### config.mk
export PLATFORM = sky130hd
export DESIGN_NAME = seq_divider_flat
export DESIGN_NICKNAME = d
export VERILOG_FILES = /design/src/rtl/seq_divider_if.sv /design/src/rtl/seq_divider.sv /design/src/flat_wrapper.sv
export SDC_FILE = /design/constraint.sdc
export NUM_CORES = 1
export LEC_CHECK = 0
export ABC_AREA = 1
export CORE_ASPECT_RATIO = 2
export CORE_UTILIZATION = 40
export CTS_BUF_LIST = sky130_fd_sc_hd__clkbuf_4 sky130_fd_sc_hd__clkbuf_8
export DETAILED_ROUTE_END_ITERATION = 7
export HOLD_SLACK_MARGIN = 0.08
export PLACE_DENSITY = 0.7
export SYNTH_ARGS = -nofsm -noshare
export SYNTH_HDL_FRONTEND = slang
export SYNTH_SLANG_ARGS = --single-unit
### constraint.sdc
create_clock -name clk -period 2.3 [get_ports clk]
set_input_delay 0.46 -clock clk [delete_from_list [all_inputs] [get_ports clk]]
set_output_delay 0.46 -clock clk [all_outputs]
set_load 0.05 [all_outputs]
### src/rtl/seq_divider_if.sv
// seq_divider_if: request/result handshake bundle for the sequential divider.
// The divider connects through the slave modport; operand producers and
// result consumers connect through the master modport.
interface seq_divider_if #(
  parameter int WIDTH = 8
);
  logic             in_valid;
  logic             in_ready;
  logic [WIDTH-1:0] in_dividend;
  logic [WIDTH-1:0] in_divisor;
  logic             in_signed;
  logic             out_valid;
  logic             out_ready;
  logic [WIDTH-1:0] out_quot;
  logic [WIDTH-1:0] out_rem;
  logic             out_div_zero;

  modport slave (
    input  in_valid, in_dividend, in_divisor, in_signed, out_ready,
    output in_ready, out_valid, out_quot, out_rem, out_div_zero
  );

  modport master (
    output in_valid, in_dividend, in_divisor, in_signed, out_ready,
    input  in_ready, out_valid, out_quot, out_rem, out_div_zero
  );
endinterface

### src/rtl/seq_divider.sv
// seq_divider: multi-cycle restoring divider, one quotient bit per cycle.
// Works on magnitudes and applies signs on the last iteration so results
// match SystemVerilog '/' and '%' (truncation toward zero, min/-1 wraps).
// Optional feature macro: SEQ_DIVIDER_EARLY_OUT_EN -- when defined, operands
// with |dividend| < |divisor| skip the iteration loop and finish in one cycle.
module seq_divider #(
  parameter int WIDTH = 8
) (
  input  logic         clk,
  input  logic         rst,
  seq_divider_if.slave bus
);

  localparam int CntW = $clog2(WIDTH + 1);

  typedef enum logic [1:0] {
    IDLE,
    CALC,
    DONE
  } state_e;

  state_e             state_q, state_d;
  logic [CntW-1:0]    cnt_q, cnt_d;
  logic [WIDTH-1:0]   dvd_q, dvd_d;
  logic [WIDTH-1:0]   dvs_q, dvs_d;
  logic [WIDTH-1:0]   rem_q, rem_d;
  logic               quotNeg_q, quotNeg_d;
  logic               remNeg_q, remNeg_d;
  logic [WIDTH-1:0]   outQuot_q, outQuot_d;
  logic [WIDTH-1:0]   outRem_q, outRem_d;
  logic               outDivZero_q, outDivZero_d;

  logic [WIDTH-1:0]   dvdMag;
  logic [WIDTH-1:0]   dvsMag;
  logic [WIDTH:0]     shifted;
  logic               ge;
  logic [WIDTH-1:0]   nextRem;
  logic [WIDTH-1:0]   nextQuot;

  assign bus.in_ready     = (state_q == IDLE) && !rst;
  assign bus.out_valid    = (state_q == DONE);
  assign bus.out_quot     = outQuot_q;
  assign bus.out_rem      = outRem_q;
  assign bus.out_div_zero = outDivZero_q;

  // Next-state and datapath: accept operands, iterate one bit per cycle, hold result.
  always_comb begin
    state_d      = state_q;
    cnt_d        = cnt_q;
    dvd_d        = dvd_q;
    dvs_d        = dvs_q;
    rem_d        = rem_q;
    quotNeg_d    = quotNeg_q;
    remNeg_d     = remNeg_q;
    outQuot_d    = outQuot_q;
    outRem_d     = outRem_q;
    outDivZero_d = outDivZero_q;

    dvdMag = (bus.in_signed && bus.in_dividend[WIDTH-1]) ? -bus.in_dividend : bus.in_dividend;
    dvsMag = (bus.in_signed && bus.in_divisor[WIDTH-1])  ? -bus.in_divisor  : bus.in_divisor;

    // The partial remainder needs one extra bit: it can reach 2*|divisor|-1
    // before the trial subtraction, and |min| = 2^(WIDTH-1) must not overflow.
    shifted  = {rem_q, dvd_q[WIDTH-1]};
    ge       = (shifted >= {1'b0, dvs_q});
    nextRem  = WIDTH'(ge ? (shifted - {1'b0, dvs_q}) : shifted);
    nextQuot = {dvd_q[WIDTH-2:0], ge};

    unique case (state_q)
      IDLE: begin
        if (bus.in_valid) begin
          if (bus.in_divisor == '0) begin
            outQuot_d    = '1;
            outRem_d     = bus.in_dividend;
            outDivZero_d = 1'b1;
            state_d      = DONE;
          end
`ifdef SEQ_DIVIDER_EARLY_OUT_EN
          else if (dvdMag < dvsMag) begin
            outQuot_d    = '0;
            outRem_d     = bus.in_dividend;
            outDivZero_d = 1'b0;
            state_d      = DONE;
          end
`endif
          else begin
            dvd_d     = dvdMag;
            dvs_d     = dvsMag;
            rem_d     = '0;
            cnt_d     = CntW'(WIDTH);
            quotNeg_d = bus.in_signed && (bus.in_dividend[WIDTH-1] ^ bus.in_divisor[WIDTH-1]);
            remNeg_d  = bus.in_signed && bus.in_dividend[WIDTH-1];
            state_d   = CALC;
          end
        end
      end

      CALC: begin
        rem_d = nextRem;
        dvd_d = nextQuot;
        cnt_d = cnt_q - 1'b1;
        if (cnt_q == CntW'(1)) begin
          outQuot_d    = quotNeg_q ? -nextQuot : nextQuot;
          outRem_d     = remNeg_q  ? -nextRem  : nextRem;
          outDivZero_d = 1'b0;
          state_d      = DONE;
        end
      end

      DONE: begin
        if (bus.out_ready) begin
          state_d = IDLE;
        end
      end

      default: state_d = IDLE;
    endcase
  end

  // State and datapath registers; synchronous reset aborts any operation.
  always_ff @(posedge clk) begin
    if (rst) begin
      state_q      <= IDLE;
      cnt_q        <= '0;
      dvd_q        <= '0;
      dvs_q        <= '0;
      rem_q        <= '0;
      quotNeg_q    <= 1'b0;
      remNeg_q     <= 1'b0;
      outQuot_q    <= '0;
      outRem_q     <= '0;
      outDivZero_q <= 1'b0;
    end else begin
      state_q      <= state_d;
      cnt_q        <= cnt_d;
      dvd_q        <= dvd_d;
      dvs_q        <= dvs_d;
      rem_q        <= rem_d;
      quotNeg_q    <= quotNeg_d;
      remNeg_q     <= remNeg_d;
      outQuot_q    <= outQuot_d;
      outRem_q     <= outRem_d;
      outDivZero_q <= outDivZero_d;
    end
  end

endmodule

### src/flat_wrapper.sv
// flat-port wrapper written by rule: the top's interface ports become plain ports
module seq_divider_flat 
#(
  parameter int WIDTH = 8
)
  (clk, rst, bus_in_valid, bus_in_dividend, bus_in_divisor, bus_in_signed, bus_out_ready, bus_in_ready, bus_out_valid, bus_out_quot, bus_out_rem, bus_out_div_zero);
  seq_divider_if #(.WIDTH(WIDTH)) bus_i ();
  input  logic clk;
  input  logic rst;
  input wire logic [$bits(bus_i.in_valid)-1:0] bus_in_valid;
  input wire logic [$bits(bus_i.in_dividend)-1:0] bus_in_dividend;
  input wire logic [$bits(bus_i.in_divisor)-1:0] bus_in_divisor;
  input wire logic [$bits(bus_i.in_signed)-1:0] bus_in_signed;
  input wire logic [$bits(bus_i.out_ready)-1:0] bus_out_ready;
  output wire logic [$bits(bus_i.in_ready)-1:0] bus_in_ready;
  output wire logic [$bits(bus_i.out_valid)-1:0] bus_out_valid;
  output wire logic [$bits(bus_i.out_quot)-1:0] bus_out_quot;
  output wire logic [$bits(bus_i.out_rem)-1:0] bus_out_rem;
  output wire logic [$bits(bus_i.out_div_zero)-1:0] bus_out_div_zero;
  assign bus_i.in_valid = bus_in_valid;
  assign bus_i.in_dividend = bus_in_dividend;
  assign bus_i.in_divisor = bus_in_divisor;
  assign bus_i.in_signed = bus_in_signed;
  assign bus_i.out_ready = bus_out_ready;
  assign bus_in_ready = bus_i.in_ready;
  assign bus_out_valid = bus_i.out_valid;
  assign bus_out_quot = bus_i.out_quot;
  assign bus_out_rem = bus_i.out_rem;
  assign bus_out_div_zero = bus_i.out_div_zero;
  seq_divider #(.WIDTH(WIDTH)) u_core (.clk(clk), .rst(rst), .bus(bus_i));
endmodule
==> results.sh, run 1 <==
export IMPL_cp_start_kind="register"
export IMPL_hp_class="register to register"
export IMPL_synth_top_cell_area_share_pct=30.3
export IMPL_clk_pin_slew_ps=90
export IMPL_period_share_pct=95.6
export IMPL_synth_edf_count=0
export IMPL_critPathTopFamily="simple AND/OR/NAND/NOR gates"
export IMPL_viasPerCell=5.23
export IMPL_final_common_cell="nand2_1"
export IMPL_synthArstFlopShare_pct=0
export IMPL_clk_latency_ps=320
export IMPL_drtIter0Drc=191
export IMPL_wire_per_inst_microns=14.4
export IMPL_synth_area_leader_cell="dfxtp_1"
export IMPL_fp_dieW_microns=65.6
export IMPL_cts_buffers=5
export IMPL_drtAntennaViolNets=0
export IMPL_pin_count=40
export IMPL_nets=601
export IMPL_drcViolationCount=0
export IMPL_yosys_warnings=0
export IMPL_finalMaxSlewViolations=0
export IMPL_cts_root_buf="clkbuf_8"
export IMPL_synth_seq_cells=49
export IMPL_arrival_ps=2430
export IMPL_ys_seq_area_share_pct=30.3
export IMPL_syn_avg_cell_area_sq_um=6.73
export IMPL_r2r_slack_ps=100
export IMPL_synth_cell_types=39
export IMPL_synth_ff_type="dfxtp_1"
export IMPL_core_sq_mm=0.00789
export IMPL_grt_max_degree=24
export IMPL_cts_max_path_buffers=2
export IMPL_cts_tree="done"
export IMPL_grt_pass1_vias=3385
export IMPL_via_count=3454
export IMPL_gr_total_overflow=0
export IMPL_syn_num_nets=517
export IMPL_cp_max_fo=4
export IMPL_worst_pin_slew_ps=499
export IMPL_gp_congestion=0.923
export IMPL_worst_clock_skew_ps=12.7
export IMPL_area_growth_pct=35.2
export IMPL_first_pass_iters=4
export IMPL_setup_viol=0
export IMPL_syn_inst=481
export IMPL_power_total_uw=4990
export IMPL_crit_buf_inv=3
export IMPL_cpPeakStageDelay_ps=340
export IMPL_critPathMostFrequentCell="nand2_1"
export IMPL_die_y_microns=129
export IMPL_die_area_sq_mm=0.00848
export IMPL_diodes=0
export IMPL_crit_chain="inv_2, ha_4, nand2_1, nor2_1, nand2_1, nand3_2, nand2_4, buf_4, nand3b_1, nand2_1, ha_2, nand3_2, nand2_2, nand2_1, nand3_1, o21ai_1, inv_1"
export IMPL_grt_pass1_wl_microns=15400
export IMPL_max_cap_violations=0
export IMPL_p_per_area_mw_per_mm2=1140
export IMPL_cp_slowest_cell="dfxtp_2"
export IMPL_fmax_ghz=0.455
export IMPL_end_kind="register"
export IMPL_hold_viol=0
export IMPL_syn_area_sq_mm=0.00324
export IMPL_rows=46
export IMPL_period_minus_slack_ps=2200
export IMPL_routed_wl_microns=9550
export IMPL_post_route_util_pct=55.5
export IMPL_track_usage_pct=24.1
export IMPL_layout_common_cells="91 x nand2_1, 62 x inv_1, 53 x buf_4"
export IMPL_start_util_pct=41.1
export IMPL_peakVddDrop_v=0.000551
export IMPL_path_class="register to register"
export IMPL_synth_area_leaders="dfxtp_1 30%, nand2_1 11%, inv_1 8.2%"
export IMPL_antenna_found_initial=0
export IMPL_cts_max_level=2
export IMPL_grt_setup_unrepaired="true"
export IMPL_port_buffers=39
export IMPL_hpwl_microns=7410
export IMPL_cts_sinks=49
export IMPL_required_ps=2530
export IMPL_status="finished clean"
export IMPL_slew_headroom_pct=66.6
export IMPL_p_leak_uw=0.00194
export IMPL_drive_above_1_share_pct=24.1
==> per-layer routing <==
metal | GRT usage, % | up-vias | part of all wire [%]
met5 | 0 | - | 0
met4 | 17.3 | 0 | 6.8
met3 | 2.90 | 34 | 3.0
met1 | 22.6 | 1579 | 35
li1 | - | 1751 | -
met2 | 45.7 | 90 | 55
==> power breakdown <==
| group | switching (uW) | leakage (uW) | internal (uW) | total [uW] |
|---|---|---|---|---|
| clock | 294 | 0.0000477 | 251 | 545 |
| sequential | 122 | 0.000408 | 989 | 1110 |
| combinational | 1940 | 0.00148 | 1400 | 3340 |
==> worst paths after layout <==
kind | from | endpoint | cells past startpoint
min reg2reg | u_core.bus.out_div_zero$_SDFFE_PP0P_ | u_core.bus.out_div_zero$_SDFFE_PP0P_ | 2
min | u_core.bus.out_div_zero$_SDFFE_PP0P_ | u_core.bus.out_div_zero$_SDFFE_PP0P_ | 2
max | u_core.dvs_q[4]$_SDFFE_PP0P_ | u_core.bus.out_rem[4]$_SDFFE_PP0P_ | 17
max reg2reg | u_core.dvs_q[4]$_SDFFE_PP0P_ | u_core.bus.out_rem[4]$_SDFFE_PP0P_ | 17
==> worst register-to-register path: cells and delay by family, from the launching register on <==
family / cells / cell delay (ps)
adder cells (fa/ha/maj): 2 / 470
flip-flops: 1 / 340
buffers and inverters: 3 / 250
AO/OA/AOI/OAI: 1 / 140
AND/OR/NAND/NOR: 11 / 920
==> synthesized netlist by cell type (2+ instances only) <==
| cell type | instances |
|---|---|
| nand2_1 | 98 |
| inv_1 | 71 |
| dfxtp_1 | 49 |
| a21oi_1 | 42 |
| o21ai_0 | 41 |
| nor2_1 | 40 |
| nand3_1 | 33 |
| ha_1 | 14 |
| a31oi_1 | 10 |
| clkbuf_1 | 8 |
| nand4_1 | 7 |
| nand2_2 | 6 |
| nand2_4 | 6 |
| nor3_1 | 6 |
| o211ai_1 | 5 |
| xnor2_1 | 5 |
| buf_6 | 4 |
| nand3b_1 | 4 |
| xor2_1 | 4 |
| buf_2 | 3 |
| a221oi_1 | 2 |
| nand3_2 | 2 |
| nor3_4 | 2 |
| o21ai_1 | 2 |
| o31ai_1 | 2 |
| or2_2 | 2 |
==> timing repair <==
| action | in CTS | in global routing |
|---|---|---|
| pin swaps | 2 | 16 |
| setup endpoints to repair | 3 | 11 |
| resized for setup | 10 | 47 |
| buffers inserted | 1 | 4 |
| hold buffers | 0 | 0 |
==> stage by stage <==
stage	instances	instance area (sq um)	hold WS [ps]	TNS [ps]	setup WS [ps]
after floorplan	481	3240	451	0	21.1
after global placement	650	4050	457	-980	-207
after detailed placement	650	4050	457	-1950	-257
after CTS	658	4220	474	-8.46	-4.80
after global routing	661	4380	486	-145	-57.0
final	661	4380	469	0	101
==> registers in the layout (all words and copies together), names as in the netlist <==
register,cells
u_core.bus.out_div_zero,1
u_core.bus.out_quot,8
u_core.bus.out_rem,8
u_core.cnt_q,4
u_core.dvd_q,8
u_core.dvs_q,8
u_core.quotNeg_q,1
u_core.remNeg_q,1
u_core.rem_q,8
u_core.state_q,2
==> final cells by class <==
class                      count  area [sq um]
sequential                    49           998
fill                         715          3510
clock buffer                   7          90.1
timing repair buffer          95           850
multi-input combinational    343          2050
tap                           96           120
inverter                      71           272
==> kinds of logic after synthesis <==
family / Yosys count / share of synthesized area [%]
AND/OR/NAND/NOR: 211 / 31.0
XOR/XNOR: 9 / 2.43
adder cells (fa/ha/maj): 15 / 6.03
AO/OA/AOI/OAI: 108 / 18.2
buffers and inverters: 89 / 12.0
flip-flops: 49 / 30.3
(Power assumes the default switching activity.)
==> run 2, diff against run 1 <==
Settings changed: GPL_TIMING_DRIVEN from default to 0, PLACE_DENSITY 0.7 to 0.68.
Clock period 2.3 ns to 2.9 ns, I/O delays scaled along.
==> run 2 against run 1 <==
Total power is 31% lower. Clock skew is 6.7 ps lower. Final cell count is 5.9% lower. Die area stayed put. Sequential power is 22% lower. Routed wire length is 0.94% lower. Clock power is 23% lower. Critical path depth is 13 lower. Worst hold slack better by 5.3 ps. Utilization is 6.9 points lower. Clock-buffer cell count stayed put. Via count is 6.0% lower. Largest cell class unchanged.
==> results.sh, run 2 (synthesis results as in run 1) <==
export IMPL_fin_ws_ps=156
export IMPL_cp_start_kind="primary input"
export IMPL_cp_slowest_cell="clkdlybuf4s50_1"
export IMPL_fp_dieW_microns=65.6
export IMPL_gp_congestion=0.886
export IMPL_nets=562
export IMPL_grt_pass1_wl_microns=15400
export IMPL_crit_chain="clkbuf_1, clkbuf_2, nor2_1, clkdlybuf4s50_1"
export IMPL_arrival_ps=2160
export IMPL_via_count=3246
export IMPL_gr_total_overflow=0
export IMPL_area_growth_pct=18.4
export IMPL_grt_max_degree=14
export IMPL_dp_cells=615
export IMPL_status="finished clean"
export IMPL_hpwl_microns=7600
export IMPL_path_class="primary input to primary output"
export IMPL_cts_hold_buf=0
export IMPL_crit_path_start="rst"
export IMPL_clk_latency_ps=310
export IMPL_layout_common_cells="98 x nand2_1, 71 x inv_1, 49 x dfxtp_1"
export IMPL_wire_per_inst_microns=15.2
export IMPL_hold_ws_ps=474
export IMPL_pin_count=40
export IMPL_cp_max_fo=10
export IMPL_grt_pass1_vias=3210
export IMPL_hp_start="u_core.bus.out_div_zero$_SDFFE_PP0P_"
export IMPL_placed_area_sq_mm=0.00374
export IMPL_peakVddDrop_v=0.000394
export IMPL_cts_buffers=5
export IMPL_slew_headroom_pct=52.9
export IMPL_seqPwrFrac_pct=25.1
export IMPL_final_common_cell="nand2_1"
export IMPL_internal_power_uw=1750
export IMPL_drtIter0Drc=178
export IMPL_pre_cts_slack_ps=-8.22
export IMPL_drcViolationCount=0
export IMPL_critPathTopFamily="buffers and inverters"
export IMPL_rr_startpoint="u_core.dvs_q[2]$_SDFFE_PP0P_"
export IMPL_end_kind="primary output"
export IMPL_start_util_pct=41.1
export IMPL_worst_clock_skew_ps=6.10
export IMPL_max_cap_violations=0
export IMPL_crit_buf_inv=3
export IMPL_cts_max_level=2
export IMPL_cts_tree="done"
export IMPL_routed_wl_microns=9460
export IMPL_viasPerCell=5.22
export IMPL_hp_class="register to register"
export IMPL_fin_cells=622
export IMPL_grt_setup_unrepaired="false"
export IMPL_cts_sinks=49
export IMPL_antenna_found_initial=0
export IMPL_post_route_util_pct=48.6
export IMPL_fmax_ghz=0.364
export IMPL_required_ps=2320
export IMPL_cts_max_path_buffers=2
export IMPL_hold_viol=0
export IMPL_diodes=0
export IMPL_die_area_sq_mm=0.00848
export IMPL_p_sw_share_pct=48.9
export IMPL_drive_above_1_share_pct=7.60
export IMPL_combinationalPowerShare_pct=62.7
export IMPL_final_area_sq_mm=0.00383
export IMPL_p_leak_uw=0.00170
export IMPL_worst_pin_slew_ps=706
export IMPL_die_y_microns=129
export IMPL_cpPeakStageDelay_ps=700
export IMPL_clk_pin_slew_ps=90
export IMPL_power_frac_clock_pct=12.3
export IMPL_cts_root_buf="clkbuf_8"
export IMPL_switchingPower_uw=1680
export IMPL_setup_viol=0
export IMPL_p_per_area_mw_per_mm2=895
export IMPL_first_pass_iters=4
export IMPL_rows=46
export IMPL_period_share_pct=94.6
export IMPL_track_usage_pct=24.1
export IMPL_period_minus_slack_ps=2740
export IMPL_core_sq_mm=0.00789
export IMPL_num_fill_cells=807
export IMPL_drtAntennaViolNets=0
export IMPL_finalMaxSlewViolations=0
export IMPL_port_buffers=38
export IMPL_post_cts_buffers=0
==> run 2: cell types whose count changed in the layout (fill, tap and decap cells not counted), moves of 9 or more <==
cell,before,now
dfxtp_1,35,49
dfxtp_2,14,0
ha_4,9,0
buf_4,53,1
inv_1,62,71
ha_1,4,14
==> run 2: area by class of cell <==
type	count	area (sq um)	area share, %
Buffer	18	123	3.20
Clock buffer	7	90.1	2.35
Inverter	71	267	6.95
Multi-Input combinational cell	343	1870	48.9
Sequential cell	49	981	25.6
Tap cell	96	120	3.13
Timing Repair Buffer	38	380	9.92
==> run 2: final timing paths <==
kind	endpoint	slack, ps	depth (start not counted)
min reg2reg	u_core.bus.out_div_zero$_SDFFE_PP0P_	470	2
max reg2reg	u_core.bus.out_quot[6]$_SDFFE_PP0P_	320	18
max	bus_in_ready	160	4
min	u_core.bus.out_div_zero$_SDFFE_PP0P_	470	2
==> run 2: routing by layer <==
metal / share of wire, % / global-route usage (%) / wire length [microns] / up-vias
li1: - / - / - / 1666
met3: 2.1 / 2.82 / 195 / 25
met2: 58 / 47.2 / 5480 / 54
met4: 4.6 / 15.3 / 434 / 0
met5: 0 / 0 / 0 / -
met1: 35 / 22.0 / 3350 / 1501
==> run 2: through the flow <==
step / total power (uW) / TNS [ps]
after global routing: 3730 / 0
final: 3430 / 0
after detailed placement: 3010 / -8.22
after CTS: 3450 / 0
after global placement: 2970 / -27.7
after floorplan: 2530 / 0
==> run 2: worst reg2reg max path, cell delays in order, from the launching register on <==
cell and delay, ps:
dfxtp_1 330, inv_1 70, ha_1 350, nand2_1 110, nand2_1 60, nand2_1 90
nand3_2 130, nand2_4 160, nand2_4 80, buf_12 160, inv_1 70, ha_1 170
inv_1 70, nor3_2 150, nand3_1 100, nand2_1 80, o21ai_0 80, a21oi_1 130
a21oi_1 90
==> run 2: timing repair <==
| item | in CTS | in global routing |
|---|---|---|
| endpoints found under the hold margin | 0 | 0 |
| setup endpoints to repair | 1 | 1 |
| gates resized for setup | 1 | 1 |
==> run 2: power by group through the flow <==
stage / logic, uW / clock network (uW) / registers, uW
after floorplan: 1560 / 0 / 973
after global placement: 2100 / 0 / 873
after detailed placement: 2140 / 0 / 876
after CTS: 2150 / 440 / 860
after global routing: 2400 / 456 / 874
final: 2150 / 421 / 861
==> run 3, diff against run 2 <==
--- a/config.mk
+++ b/config.mk
@@ -7,4 +7,6 @@
 export LEC_CHECK = 0
 export ABC_AREA = 1
+export CELL_PAD_IN_SITES_DETAIL_PLACEMENT = 1
+export CELL_PAD_IN_SITES_GLOBAL_PLACEMENT = 1
 export CORE_ASPECT_RATIO = 2
 export CORE_UTILIZATION = 40
@@ -13,5 +15,5 @@
 export GPL_TIMING_DRIVEN = 0
 export HOLD_SLACK_MARGIN = 0.08
-export PLACE_DENSITY = 0.68
+export PLACE_DENSITY = 0.87
 export SYNTH_ARGS = -nofsm -noshare
 export SYNTH_HDL_FRONTEND = slang
==> constraint.sdc (replaced) <==
create_clock -name clk -period 2.9 [get_ports clk]
set_input_delay 0.58 -clock clk [delete_from_list [all_inputs] [get_ports clk]]
set_output_delay 0.58 -clock clk [all_outputs]
set_load 0.005 [all_outputs]
==> run 3 against run 2 <==
Final cell count rose by 0.80%. Combinational power barely moved. Clock skew fell by 1.8 ps. Sequential power barely moved. Highest routed layer unchanged.
==> results.sh, run 3 (synthesis results as in run 1) <==
export IMPL_fmax_ghz=0.368
export IMPL_max_cap_violations=0
export IMPL_crit_chain="inv_1, ha_2, nand2_1, nand2_1, nand2_1, nand3_2, nand2_4, nand2_4, buf_12, inv_1, ha_1, inv_1, nor3_4, nand3_1, nand2_1, o21ai_0, a21oi_1, a21oi_1"
export IMPL_grt_pass1_wl_microns=17100
export IMPL_period_share_pct=93.8
export IMPL_diodes=0
export IMPL_required_ps=3100
export IMPL_final_common_cell="nand2_1"
export IMPL_cts_root_buf="clkbuf_8"
export IMPL_pre_cts_slack_ps=71.0
export IMPL_fp_dieW_microns=65.6
export IMPL_cts_max_level=2
export IMPL_status="finished clean"
export IMPL_hp_class="register to register"
export IMPL_critPathMostFrequentCell="nand2_1"
export IMPL_hold_viol=0
export IMPL_nets=566
export IMPL_drtIter0Drc=150
export IMPL_cts_max_path_buffers=2
export IMPL_peakVddDrop_v=0.000405
export IMPL_viasPerCell=5.59
export IMPL_layout_common_cells="98 x nand2_1, 71 x inv_1, 49 x dfxtp_1"
export IMPL_grt_max_degree=14
export IMPL_area_growth_pct=19.6
export IMPL_finalSetupTns_ps=0
export IMPL_cts_sinks=49
export IMPL_cts_tree="done"
export IMPL_drive_above_1_share_pct=8.47
export IMPL_slew_headroom_pct=58.1
export IMPL_start_util_pct=41.1
export IMPL_finalMaxSlewViolations=0
export IMPL_antenna_found_initial=0
export IMPL_drcViolationCount=0
export IMPL_drtAntennaViolNets=0
export IMPL_cpPeakStageDelay_ps=350
export IMPL_hpwl_microns=8730
export IMPL_die_area_sq_mm=0.00848
export IMPL_cp_start_kind="register"
export IMPL_first_pass_iters=4
export IMPL_track_usage_pct=26.6
export IMPL_p_per_area_mw_per_mm2=897
export IMPL_reg2regPathDepth=18
export IMPL_gp_congestion=0.895
export IMPL_period_minus_slack_ps=2720
export IMPL_fin_ws_ps=180
export IMPL_port_buffers=38
export IMPL_worst_pin_slew_ps=628
export IMPL_clk_latency_ps=310
export IMPL_cts_hold_buf=0
export IMPL_routed_wl_microns=10800
export IMPL_via_count=3505
export IMPL_rows=46
export IMPL_arrival_ps=2920
export IMPL_clk_pin_slew_ps=90
export IMPL_r2r_slack_ps=180
export IMPL_setup_viol=0
export IMPL_grt_pass1_vias=3664
export IMPL_end_kind="register"
export IMPL_cp_max_fo=10
export IMPL_core_sq_mm=0.00789
export IMPL_cts_buffers=5
export IMPL_die_y_microns=129
export IMPL_pin_count=40
export IMPL_wire_per_inst_microns=17.3
export IMPL_p_leak_uw=0.00171
export IMPL_worst_clock_skew_ps=4.27
export IMPL_cp_slowest_cell="ha_2"
export IMPL_whs_path_depth=2
export IMPL_num_fill_cells=1031
export IMPL_power_total_uw=3470
export IMPL_path_class="register to register"
export IMPL_gr_total_overflow=0
run 3: worst paths after layout:
| path | startpoint | endpoint |
|---|---|---|
| max | u_core.dvs_q[2]$_SDFFE_PP0P_ | u_core.bus.out_quot[6]$_SDFFE_PP0P_ |
| min | u_core.bus.out_div_zero$_SDFFE_PP0P_ | u_core.bus.out_div_zero$_SDFFE_PP0P_ |
| max reg2reg | u_core.dvs_q[2]$_SDFFE_PP0P_ | u_core.bus.out_quot[6]$_SDFFE_PP0P_ |
| min reg2reg | u_core.bus.out_div_zero$_SDFFE_PP0P_ | u_core.bus.out_div_zero$_SDFFE_PP0P_ |
run 3: area by class of cell:
type / count / area (sq um) / share of cell area [%]
Timing Repair Buffer: 42 / 410 / 10.6
Tap cell: 96 / 120 / 3.10
Buffer: 18 / 121 / 3.13
Inverter: 71 / 267 / 6.88
Clock buffer: 8 / 91.3 / 2.36
Sequential cell: 49 / 981 / 25.3
Multi-Input combinational cell: 343 / 1880 / 48.6
run 3: worst max-delay path: cells and delay by family, from the launching register on:
| kind | cells | cell delay (ps) |
|---|---|---|
| and+or+nand+nor | 9 | 980 |
| adders and majority gates | 2 | 520 |
| AOI/OAI and AO/OA | 3 | 340 |
| buffers and inverters | 4 | 460 |
| DFF | 1 | 320 |
run 3: per-stage QoR:
stage	instances	util, %	cell area [sq um]	hold WS, ps
2_1_floorplan	481	-	3240	451
6_report	627	49.1	3870	469
5_1_grt	627	49.1	3870	502
3_3_place_gp	615	47.4	3740	449
4_1_cts	623	48.6	3830	477
3_5_place_dp	615	47.4	3740	461
run 3: power by group:
part	switching, uW	internal [uW]	leakage, uW
clock	230	200	0.0000498
sequential	87.5	777	0.000403
combinational	1340	838	0.00126
total	1660	1810	0.00171
run 3: layer usage:
metal / share of wire, % / up-vias / track usage (%) / wire (microns)
li1: - / 1675 / - / -
met1: 34 / 1711 / 23.8 / 3650
met2: 57 / 77 / 51.7 / 6230
met3: 2.6 / 42 / 3.26 / 277
met4: 6.3 / 0 / 18.9 / 684
met5: 0 / - / 0 / 0
run 3: repair_timing:
| item | CTS | global route |
|---|---|---|
| endpoints found under the setup margin | 0 | 1 |
| buffers inserted | 0 | 4 |
| resized for setup | 0 | 3 |
==> edit 1: new RTL, config.mk and constraints of run 2 <==
Build with the macro `SEQ_DIVIDER_EARLY_OUT_EN` defined.
--- a/src/rtl/seq_divider.sv
+++ b/src/rtl/seq_divider.sv
@@ -4,4 +4,6 @@
 // Optional feature macro: SEQ_DIVIDER_EARLY_OUT_EN -- when defined, operands
 // with |dividend| < |divisor| skip the iteration loop and finish in one cycle.
+`define SEQ_DIVIDER_EARLY_OUT_EN
+
 module seq_divider #(
   parameter int WIDTH = 8
Check against the original RTL: not equivalent (a bounded check fails within 4 cycles, from zero or initial values and one cycle with rst high).
==> edit 1 against run 2 <==
  * Utilization grew 6.4 points
  * Design area up 20%
  * Critical path depth rose by 12
  * Sequential cell count is the same
  * Hold slack worse by 0.0080 ns
  * Fmax fell by 2.7%
  * Area after synthesis grew 6.6%
  * Setup slack worse by 0.077 ns
  * Clock power is 16% higher
  * Total power up 24%
  * Sequential share of layout area fell by 4.2 points
  * Wire length increased by 22%
  * Largest power group unchanged
  * Highest routed layer unchanged
==> edit 1: results (changes against run 2) <==
status: completed
Vias: 3742 (+15%)
vias in the first global route: 3679 (+15%)
Commonest cells post-synth: 84 x nand2_1, 73 x inv_1, 49 x dfxtp_1
gpl congestion: 0.868 (-2.0%)
leading post-synthesis cells by cell area: dfxtp_1 28%, nand2_1 9.1%, inv_1 7.9%
setup slack, reg-to-reg: 0.21 ns (-0.11 ns)
number of DRC markers in iteration 0: 198 (+11%)
drt via density: 5.46 (+4.7%)
Detailed Place HPWL: 8260 um (+8.6%)
Synth Area in Compound Gates: 16.6% (-1.6 points)
synth unique cells: 41 (+5.1%)
largest net degree at the start of global routing: 15 (+1)
fraction of layout cells with a size suffix above 1: 23.9% (+16 points)
initial antenna violation count: 0 (unchanged)
prevailing post-synth register cell: dfxtp_1
Synth Net Count: 554 (+7.2%)
Yosys warnings: 0 (unchanged)
H-tree Lvls: 2 (unchanged)
syn_area_per_cell: 6.76 sq um (+0.39%)
CP max FO: 6 (-4)
worst-margin pin slew: 0.907 ns (+0.202 ns)
post-synthesis sequential area ratio: 28.4% (-1.9 points)
critical path arrival: 3.07 ns (+0.91 ns)
Nets: 630 (+12%)
wire length per cell: 16.8 um (+10%)
Hold Crit Class: reg -> reg
beginning of the worst hold path: u_core.bus.out_div_zero
maximum vdd drop: 0.000409 V (+3.9%)
Total GRT Usage: 25.9% (+1.9 points)
first-pass GRT wire length: 17300 um (+13%)
ys async rst share: 0% (unchanged)
met2 routed WL: 6260 um (+14%)
XOR/XNOR Fraction of Synth Area: 4.06% (+1.6 points)
Worst Reg-to-Reg Cells: 18 (unchanged)
adder-cell area share of the yosys netlist: 8.19% (+2.2 points)
WL met3: 405 um (+110%)
Placed Cells: 647 (+5.2%)
RR Startpoint: u_core.dvs_q[4]
Detailed Routing Iterations Pass 1: 5 (+1)
Met1 Routed Length: 3850 um (+15%)
clk_skew: 0.0162 ns (+0.0101 ns)
Static Leak: 2.08 nW (+23%)
==> edit 1: routing by layer <==
metal / track usage, % / up-vias
met5: 0 / -
met4: 22.9 / 0
met3: 2.23 / 63
met2: 45.7 / 139
met1: 25.1 / 1732
li1: - / 1808
==> edit 1: per-stage QoR <==
stage               worst slack (ns)  util [%]  cell area, sq um  hold slack [ns]  power [mW]
detailed placement            -0.899      47.4              3960            0.456        3.49
global placement              -0.831      47.4              3960            0.450        3.45
finish                        0.0789      55.0              4590            0.466        4.27
CTS                          0.00502      52.0              4340            0.468        4.11
floorplan                     0.0940         -              3450            0.441        2.89
global route                 -0.0485      55.0              4590            0.495        4.56
==> edit 1: area by class of cell <==
class                   count  area [sq um]
multi-input cells         365          2310
flip-flops and latches     49           981
inverters                  78           298
fillers                   820          3760
well taps                  98           123
repair buffers             69           623
clock inverters             2          35.0
plain buffers              19           149
clock buffers               5          68.8
==> edit 1: what timing repair did <==
item | in CTS | in global routing
gates cloned | 3 | 2
resized for setup | 72 | 55
setup endpoints to repair | 49 | 49
setup buffers | 17 | 9
pin swaps | 16 | 24
==> edit 1: worst max-delay path: stages <==
cell and delay, ns:
dlygate4sd2_1 0.26, nor2_2 0.14, nand2_1 0.08, nand2_1 0.11, xor2_2 0.25, inv_1 0.10
ha_1 0.31, a21oi_1 0.17, a21o_1 0.15, nand2_2 0.06, nand3_2 0.08, nand2_2 0.07
nor2_4 0.25, buf_6 0.17, o21ai_0 0.11, a21oi_1 0.18
==> edit 1: worst max-delay path by stage <==
stage	from	to	depth (start not counted)
2_1_floorplan	bus_in_divisor[0]	u_core.quotNeg_q	18
3_3_place_gp	bus_in_divisor[0]	u_core.bus.out_quot[3]	20
3_5_place_dp	bus_in_divisor[0]	u_core.bus.out_rem[7]	20
4_1_cts	bus_in_divisor[1]	u_core.bus.out_quot[3]	20
5_1_grt	bus_in_dividend[1]	u_core.dvs_q[6]	16
6_report	bus_in_dividend[1]	u_core.bus.out_rem[0]	16
==> edit 1: power breakdown <==
part	switching, mW	total, mW	internal (mW)
registers	0.104	0.902	0.798
clock network	0.239	0.490	0.251
logic	1.80	2.88	1.08
total	2.15	4.27	2.13
==> edit 1: logic make-up (layout without fill, tap and decap cells) <==
kind of cell / count (synthesis) / in the layout
XOR/XNOR: 16 / 16
buffers and inverters: 97 / 173
AO/OA/AOI/OAI: 106 / 106
AND/OR/NAND/NOR: 221 / 221
flip-flops: 49 / 49
adder cells (fa/ha/maj): 22 / 22
==> edit 2: new RTL, flow settings as in run 2 <==
Without the edit above. Re-encode `state_e` (3 states) as one-hot, 3 bits wide.
--- a/src/rtl/seq_divider.sv
+++ b/src/rtl/seq_divider.sv
@@ -14,8 +14,8 @@
   localparam int CntW = $clog2(WIDTH + 1);
 
-  typedef enum logic [1:0] {
-    IDLE,
-    CALC,
-    DONE
+  typedef enum logic [2:0] {
+    IDLE = 3'b001,
+    CALC = 3'b010,
+    DONE = 3'b100
   } state_e;
 
Behaviour: no difference found for any inputs over 4 cycles, from zero or initial values and one cycle with rst high; so few cycles prove little.
==> edit 2 against run 2 <==
  * Setup slack improved by 0.030 ns
  * Design area rose by 0.78%
  * Area after synthesis rose by 0.93%
  * Clock skew rose by 0.0069 ns
  * Wire length rose by 1.4%
  * Sequential cell count rose by 1
Power is not shown: default switching activity piles up to over one toggle a cycle in this logic, so the estimate is an artifact.
==> edit 2: results (changes against run 2) <==
Hold Crit Class: reg -> reg
WL met3: 288 um (+48%)
met2 Use GR: 44.8% (-2.3 points)
fraction of layout cells with a size suffix above 1: 11.0% (+3.4 points)
largest net degree at the start of global routing: 16 (+2)
Signal buf overhead: 12.4% (-0.75 points)
clk_skew: 0.0130 ns (+0.00694 ns)
root buf cell: clkbuf_8
drt via density: 5.41 (+3.6%)
wire length per cell: 15.6 um (+2.7%)
Detailed Place HPWL: 7650 um (+0.56%)
initial antenna violation count: 0 (unchanged)
ANT cells: 0 (unchanged)
multi-input gates: 346 (+0.87%)
first-pass GRT wire length: 15300 um (-0.67%)
CTS max path bufs: 2 (unchanged)
buffers outside the clock class: 55 (-1.8%)
CP max FO: 10 (unchanged)
Synth Net Count: 508 (-1.7%)
post-synthesis sequential area ratio: 30.6% (+0.33 points)
Worst-Skew Late Latency: 0.32 ns
ys async rst share: 0% (unchanged)
inverters: 59 (-17%)
synth unique cells: 45 (+15%)
post-CTS setup buffer count: 0 (unchanged)
Max Slew Vio Count: 0 (unchanged)
H-tree Lvls: 2 (unchanged)
Nets: 553 (-1.6%)
total clock buffers created by CTS: 5 (unchanged)
met2 routed WL: 5340 um (-2.5%)
clock buf count: 6 (-1)
number of DRC markers in iteration 0: 91 (-49%)
vias in the first global route: 3363 (+4.8%)
status: completed
count of input and output buffers: 38 (unchanged)
Commonest cells post-synth: 94 x nand2_1, 55 x inv_1, 50 x dfxtp_1
leading post-synthesis cells by cell area: dfxtp_1 31%, nand2_1 11%, a21oi_1 6.4%
post-cts sizing count: 1 (unchanged)
Layout clock area frac: 2.33% (-0.018 points)
prevailing post-synth register cell: dfxtp_1
Met1 Routed Length: 3340 um (about the same)
# fillers: 836 (+3.6%)
max layer used: met4
FF+latch count: 50 (+2.0%)
Seq/total area: 25.9% (+0.32 points)
GRT met3 Usage: 3.15% (+0.33 points)
critical path arrival: 2.13 ns (-0.03 ns)
Worst-path clk slew: 0.09 ns (about the same)
multi-input combinational area share: 50.6% (+1.7 points)
met1 Use GR: 21.1% (-0.88 points)
relative slew slack: 60.2% (+7.3 points)
Yosys warnings: 0 (unchanged)
Detailed Routing Iterations Pass 1: 5 (+1)
Total GRT Usage: 24.0% (-0.024 points)
gpl congestion: 0.979 (+11%)
edit 2: changes by cell type in the layout (fill, tap and decap cells not counted), moves of 4 or more:
cell | run 2 | this run
nand2_2 | 6 | 10
nand2_1 | 98 | 94
nand4_1 | 7 | 3
o21ai_0 | 41 | 31
inv_1 | 71 | 55
edit 2: critical path, cell delays in order:
cell	delay, ns
clkbuf_1	0.39
clkbuf_2	0.37
nor2_1	0.09
clkdlybuf4s50_1	0.71
edit 2: logic make-up after synthesis:
| group | Yosys count | synth area share (%) |
|---|---|---|
| simple gates | 214 | 32.3 |
| xor+xnor | 9 | 2.41 |
| buf+inv | 76 | 9.72 |
| fa+ha+maj | 15 | 5.97 |
| compound gates | 108 | 19.0 |
| flops | 50 | 30.6 |
edit 2: per-stage QoR:
| stage | setup WS, ns | instance area [sq um] | instances | setup TNS [ns] | util (%) |
|---|---|---|---|---|---|
| after floorplan | 0.670 | 3270 | 472 | 0 | - |
| after global placement | -0.0224 | 3770 | 606 | -0.0224 | 47.4 |
| after detailed placement | -0.0574 | 3770 | 606 | -0.0574 | 47.4 |
| after CTS | 0.154 | 3860 | 614 | 0 | 48.6 |
| after global routing | 0.130 | 3860 | 614 | 0 | 48.7 |
| final | 0.186 | 3860 | 614 | 0 | 48.7 |
edit 2: worst paths after layout:
| kind | startpoint | endpoint | slack (ns) | depth (start not counted) |
|---|---|---|---|---|
| worst max-delay path | rst | bus_in_ready | 0.19 | 4 |
| worst min register to register | u_core.cnt_q[1] | u_core.cnt_q[1] | 0.48 | 2 |
| worst max register to register | u_core.dvs_q[4] | u_core.bus.out_quot[6] | 0.34 | 17 |
| worst min-delay path | u_core.cnt_q[1] | u_core.cnt_q[1] | 0.48 | 2 |
